--- src/rtl/ram_ctrl_pkg.sv ---
// Shared encodings for the RAM access controller:
// access size, controller state and read/write sense.
package ram_ctrl_pkg;

    typedef enum logic [1:0] {
        BYTE = 2'b00,
        HALF = 2'b01,
        WORD = 2'b10,
        RSVD = 2'b11
    } data_type_e;

    typedef enum logic [1:0] {
        IDLE,
        ACCESS,
        DONE,
        FAULT
    } state_e;

    localparam logic RW_READ  = 1'b1;
    localparam logic RW_WRITE = 1'b0;

endpackage

--- src/rtl/ram_access_ctrl_lane_align.sv ---
// Little-endian byte-lane steering for stores and loads,
// plus alignment / access-size legality check.
module ram_lane_align
    import ram_ctrl_pkg::*;
(
    input  logic [1:0]  typ,
    input  logic [1:0]  lo,
    input  logic [31:0] wdata,
    input  logic [31:0] raw_rdata,
    output logic [3:0]  be,
    output logic [31:0] lane_wdata,
    output logic [31:0] load_data,
    output logic        illegal
);

    logic [31:0] shifted;

    assign shifted = raw_rdata >> {lo, 3'b000};

    always_comb begin
        be         = 4'b0000;
        lane_wdata = 32'h0;
        load_data  = 32'h0;
        illegal    = 1'b0;
        unique case (data_type_e'(typ))
            BYTE: begin
                be         = 4'b0001 << lo;
                lane_wdata = {4{wdata[7:0]}};
                load_data  = {24'h0, shifted[7:0]};
            end
            HALF: begin
                illegal    = lo[0];
                be         = lo[1] ? 4'b1100 : 4'b0011;
                lane_wdata = {2{wdata[15:0]}};
                load_data  = {16'h0, shifted[15:0]};
            end
            WORD: begin
                illegal    = |lo;
                be         = 4'b1111;
                lane_wdata = wdata;
                load_data  = raw_rdata;
            end
            RSVD: begin
                illegal    = 1'b1;
            end
        endcase
    end

endmodule

--- src/rtl/ram_access_ctrl.sv ---
// Four-phase MOV/MOC bridge from the control unit to a
// synchronous RAM with byte enables and wait states.
module ram_access_ctrl
    import ram_ctrl_pkg::*;
#(
    parameter int WAIT_STATES = 2,
    parameter int AW          = 9
) (
    input  logic          CLK,
    input  logic          CLR,
    input  logic          MOV,
    input  logic          RW,
    input  logic [1:0]    typeData,
    input  logic [AW-1:0] addr,
    input  logic [31:0]   wdata,
    output logic [31:0]   rdata,
    output logic          MOC,
    output logic          fault,
    output logic          mem_en,
    output logic          mem_we,
    output logic [AW-3:0] mem_addr,
    output logic [3:0]    mem_be,
    output logic [31:0]   mem_wdata,
    input  logic [31:0]   mem_rdata
);

    state_e        state_q, state_d;
    logic          rw_q, rw_d;
    logic [1:0]    typ_q, typ_d;
    logic [AW-1:0] addr_q, addr_d;
    logic [31:0]   wdata_q, wdata_d;
    logic [31:0]   rdata_q, rdata_d;
    logic [3:0]    cnt_q, cnt_d;
    logic          cap_q, cap_d;

    logic          idle;
    logic [1:0]    al_typ;
    logic [1:0]    al_lo;
    logic [3:0]    al_be;
    logic [31:0]   al_wdata;
    logic [31:0]   al_load;
    logic          al_illegal;

    // In IDLE the aligner judges the live request; otherwise the latched one.
    assign idle   = (state_q == IDLE);
    assign al_typ = idle ? typeData  : typ_q;
    assign al_lo  = idle ? addr[1:0] : addr_q[1:0];

    ram_lane_align u_align (
        .typ        (al_typ),
        .lo         (al_lo),
        .wdata      (wdata_q),
        .raw_rdata  (mem_rdata),
        .be         (al_be),
        .lane_wdata (al_wdata),
        .load_data  (al_load),
        .illegal    (al_illegal)
    );

    always_comb begin
        state_d = state_q;
        rw_d    = rw_q;
        typ_d   = typ_q;
        addr_d  = addr_q;
        wdata_d = wdata_q;
        rdata_d = rdata_q;
        cnt_d   = cnt_q;
        cap_d   = cap_q;
        unique case (state_q)
            IDLE: begin
                if (MOV) begin
                    rw_d    = RW;
                    typ_d   = typeData;
                    addr_d  = addr;
                    wdata_d = wdata;
                    cnt_d   = 4'(WAIT_STATES);
                    cap_d   = 1'b0;
                    state_d = al_illegal ? FAULT : ACCESS;
                end
            end
            ACCESS: begin
                // Extra trailing cycle: RAM output of last enable is valid here.
                if (cap_q) begin
                    if (rw_q == RW_READ) begin
                        rdata_d = al_load;
                    end
                    cap_d   = 1'b0;
                    state_d = DONE;
                end else if (cnt_q == 4'd0) begin
                    cap_d = 1'b1;
                end else begin
                    cnt_d = cnt_q - 4'd1;
                end
            end
            DONE, FAULT: begin
                if (!MOV) begin
                    state_d = IDLE;
                end
            end
            default: state_d = IDLE;
        endcase
    end

    always_ff @(posedge CLK or negedge CLR) begin
        if (!CLR) begin
            state_q <= IDLE;
            rw_q    <= 1'b0;
            typ_q   <= 2'b00;
            addr_q  <= '0;
            wdata_q <= 32'h0;
            rdata_q <= 32'h0;
            cnt_q   <= 4'd0;
            cap_q   <= 1'b0;
        end else begin
            state_q <= state_d;
            rw_q    <= rw_d;
            typ_q   <= typ_d;
            addr_q  <= addr_d;
            wdata_q <= wdata_d;
            rdata_q <= rdata_d;
            cnt_q   <= cnt_d;
            cap_q   <= cap_d;
        end
    end

    assign mem_en    = (state_q == ACCESS) && !cap_q;
    assign mem_we    = mem_en && (rw_q == RW_WRITE);
    assign mem_addr  = addr_q[AW-1:2];
    assign mem_be    = mem_en ? al_be : 4'b0000;
    assign mem_wdata = mem_en ? al_wdata : 32'h0;
    assign MOC       = (state_q == DONE) || (state_q == FAULT);
    assign fault     = (state_q == FAULT);
    assign rdata     = rdata_q;

endmodule

--- config.mk ---
export PLATFORM = sky130hd
export DESIGN_NAME = ram_access_ctrl
export DESIGN_NICKNAME = d
export VERILOG_FILES = /design/src/rtl/ram_ctrl_pkg.sv /design/src/rtl/ram_access_ctrl_lane_align.sv /design/src/rtl/ram_access_ctrl.sv
export SDC_FILE = /design/constraint.sdc
export NUM_CORES = 1
export LEC_CHECK = 0
export ABC_AREA = 0
export BUFFER_PORTS_ARGS = -buffer_cell sky130_fd_sc_hd__buf_4
export CAP_MARGIN = 20
export CORE_MARGIN = 3
export CORE_UTILIZATION = 45
export DETAILED_ROUTE_END_ITERATION = 10
export GPL_ROUTABILITY_DRIVEN = 1
export PLACE_DENSITY = 0.76
export RECOVER_POWER = 25
export SETUP_SLACK_MARGIN = 0.4
export SLEW_MARGIN = 10
export SYNTH_ARGS = -nofsm -noshare
export SYNTH_HDL_FRONTEND = slang
export SYNTH_SLANG_ARGS = --single-unit
--- constraint.sdc ---
create_clock -name CLK -period 2.2 [get_ports CLK]
set_input_delay 0.44 -clock CLK [delete_from_list [all_inputs] [get_ports CLK]]
set_output_delay 0.44 -clock CLK [all_outputs]
set_load 0.02 [all_outputs]
==> impl_metrics.tcl <==
set metrics [dict create \
    numPortBuffers 157 \
    ys_types 46 \
    htree_num_levels 3 \
    worst_slew_margin_rel 0.312 \
    final_layout_size_suffix_gt1_frac 0.581 \
    gp_congestion 0.903 \
    core_area_um2 9420 \
    number_of_antenna_violations_at_the_first_check_in_global_routing 0 \
    timing_max_transition_violations_final 0 \
    syn_area_per_cell_um2 10.0 \
    layout.cells.most_common "sky130_fd_sc_hd__buf_4" \
    num-fill-cells 602 \
    clock_tree.root_cell "sky130_fd_sc_hd__clkbuf_8" \
    grt_util_met3 0.0772 \
    ios 158 \
    grt_pass1_vias 4657 \
    ys_seq_elements 83 \
    mappedNetlistArea_um2 4440 \
    power_density_nw_per_um2 1840 \
    die_wd_um 105 \
    rows 35 \
    total_routing_usage_gr 0.264 \
    skew_ns 0.0161 \
    die-area_um2 11100 \
    min_path_type "input port to async pin" \
    crit_type "register to output port" \
    global_route.usage.met2 0.425 \
    vdd.ir_drop.worst_mv 1.07 \
    drv.max_cap_violation_count 0 \
    rsz0062_at_grt "yes" \
    routed_wire_length_per_instance_um 20.0 \
    numPlacedInstances 727 \
    netlist_instances 444 \
    grt_start_max_net_pins 45 \
    fin_total_pwr_mw 13.2 \
    synth_nets 524 \
    critical_path.startpoint "state_q[0]$_DFFE_PN0P_" \
    finalCriticalPeriod_ns 2.66 \
    cts_made_buffers 9 \
    synthFlopType "sky130_fd_sc_hd__dfrtp_1" \
    proportion_of_netlist_area_held_by_the_largest_area_contributor 0.468 \
    cell_type_contributing_the_most_total_cell_area_after_synthesis "sky130_fd_sc_hd__dfrtp_1" \
    layout-area-overhead-vs-synth_pct 60.8 \
    worst_case_clock_buffer_depth 2 \
    post-route-cell-area_um2 7140 \
    place_worst_setup_slack_ns -0.171 \
    mostFrequentLayoutCells "sky130_fd_sc_hd__buf_4 (174), sky130_fd_sc_hd__dfrtp_1 (83), sky130_fd_sc_hd__nand2_1 (42)" \
    crit_path_start_kind "register" \
    final_cells 778 \
    remaining_drc_errors 0 \
    start_util 0.471 \
    grtUsageMet1 0.340 \
    finalCoreUtilization 0.758 \
    vias 4418 \
    arrival_ns 2.22 \
    ys_warn_count 0 \
    tritoncts_num_sinks 83 \
    gr-total-overflow 0 \
    n_antenna_cell 0 \
    timing_worst_slew_pin_value_ns 1.03 \
    achievable-frequency_mhz 376 \
    synth_area_leaders "sky130_fd_sc_hd__dfrtp_1 (47%), sky130_fd_sc_hd__mux2_2 (13%), sky130_fd_sc_hd__a22oi_1 (4.6%), sky130_fd_sc_hd__nor2_1 (3.8%), sky130_fd_sc_hd__nand2_1 (3.6%)" \
    detailedPlacementHpwl_um 9650 \
    final-hold-violation-count 0 \
    dpl_cell_area_um2 6100 \
    static-leakage-power_nw 3.31 \
    synth_async_sr_flop_share 1.00 \
    floorplan.die.height_um 105 \
    critical_path.max_fanout 4 \
    final_nets 724 \
    ant_nets 0 \
    cts.clk_slew.worst_paths_ns 0.10 \
    timing.setup.tns_ns -11.84 \
    initialDrtViolationCount 261 \
    globalRoute.busiestLayer "met2" \
    drt_pre_antenna_iters 5 \
    clock_insertion_delay_worst_skew_ns 0.36 \
    crit_required_ns 1.76 \
    failing_checks "negative setup slack" \
    synth_enable_flop_cells 0 \
    timing.final.crit_share 1.21 \
    timing.rr.start "state_q[1]$_DFFE_PN0P_" \
    report.final.setup_viol 44 \
    detail_route.wirelength_um 15600 \
    detailed_route_vias_per_instance 5.68 \
    grt_first_pass_wirelength_um 23700 \
    status "finished, violations left" \
    element_type_at_the_critical_path_end "output port" \
    ys_seq_area_frac 0.468 \
    final.setup.worst_slack_ns -0.462 \
    cts-hold-fix-buffers 0 \
    hold-worst-slack_ns 0.225 \
    tritoncts "done" \
]
==> cells by family (layout without fill, tap and decap cells) <==
| group | count (synthesis) | count (layout) | synth area share |
|---|---|---|---|
| and+or+nand+nor | 144 | 144 | 0.151 |
| DFF | 83 | 83 | 0.468 |
| adders and majority gates | 1 | 1 | 0.00282 |
| AOI/OAI and AO/OA | 109 | 109 | 0.171 |
| muxes | 56 | 56 | 0.144 |
| xor gates and xnor gates | 2 | 2 | 0.00395 |
| buffers and inverters | 49 | 254 | 0.0598 |
==> worst max-delay path, stage by stage (launching register included) <==
cell and delay, ns:
sky130_fd_sc_hd__dfrtp_1 0.44, sky130_fd_sc_hd__or2_4 0.30, sky130_fd_sc_hd__buf_6 0.13, sky130_fd_sc_hd__mux2_4 0.31, sky130_fd_sc_hd__mux2_4 0.31, sky130_fd_sc_hd__a22oi_2 0.21, sky130_fd_sc_hd__nor2_4 0.05, sky130_fd_sc_hd__buf_6 0.13
==> power by group <==
group / internal, mW / total, mW / switching (mW)
clock: 0.779 / 1.42 / 0.637
sequential: 2.29 / 2.95 / 0.666
combinational: 4.39 / 8.79 / 4.40
total: 7.45 / 13.2 / 5.71
==> registers in the layout, summed over array words and instances, names as in the netlist <==
| name | cells |
|---|---|
| typ_q | 2 |
| cnt_q | 4 |
| wdata_q | 32 |
| addr_q | 9 |
| state_q | 2 |
| rw_q | 1 |
| cap_q | 1 |
| rdata | 32 |
==> layout make-up <==
cell class,instances,area (um^2),area share
sequential,83,2080,0.291
clock buffer,9,124,0.0174
multi-input combinational,312,2510,0.351
clock inverter,7,130,0.0182
tap,129,161,0.0226
timing repair buffer,230,2110,0.295
inverter,8,32.5,0.00456
==> cells in the mapped netlist, types with 5 or more instances <==
library cell,n
sky130_fd_sc_hd__o31ai_1,6
sky130_fd_sc_hd__a22oi_1,27
sky130_fd_sc_hd__and3_1,6
sky130_fd_sc_hd__inv_1,8
sky130_fd_sc_hd__buf_2,13
sky130_fd_sc_hd__clkbuf_1,11
sky130_fd_sc_hd__a31oi_1,6
sky130_fd_sc_hd__buf_4,11
sky130_fd_sc_hd__and2_1,11
sky130_fd_sc_hd__nand3_1,18
sky130_fd_sc_hd__mux2_2,50
sky130_fd_sc_hd__nand2_1,43
sky130_fd_sc_hd__o221ai_1,7
sky130_fd_sc_hd__nand2b_1,5
sky130_fd_sc_hd__o22ai_1,7
sky130_fd_sc_hd__a211oi_1,7
sky130_fd_sc_hd__nor2_1,45
sky130_fd_sc_hd__a21oi_1,22
sky130_fd_sc_hd__o21ai_0,10
sky130_fd_sc_hd__a221oi_1,7
sky130_fd_sc_hd__dfrtp_1,83
==> worst paths after layout <==
| path | end | slack, ns | cells past startpoint |
|---|---|---|---|
| max reg2reg | rdata[6]$_DFFE_PN0P_ | -0.05 | 9 |
| min | addr_q[5]$_DFFE_PN0P_ | 0.22 | 1 |
| max | mem_wdata[31] | -0.46 | 7 |
| min in group CLK | addr_q[2]$_DFFE_PN0P_ | 0.30 | 2 |
| max in group asynchronous | state_q[0]$_DFFE_PN0P_ | 0.38 | 2 |
| min reg2reg | rdata[18]$_DFFE_PN0P_ | 0.48 | 2 |
==> what timing repair did <==
item | CTS | global route
resized for setup | 55 | 50
gates cloned | 6 | 1
setup buffers | 19 | 9
endpoints found under the setup margin | 111 | 119
pin swaps | 18 | 13
==> per-layer routing <==
layer	vias to the layer above	wire length, um
met5	-	0
met4	0	261
met3	25	1450
met2	225	7740
met1	2165	6140
li1	2003	-
Note: power is estimated with default switching activity, not from simulation.
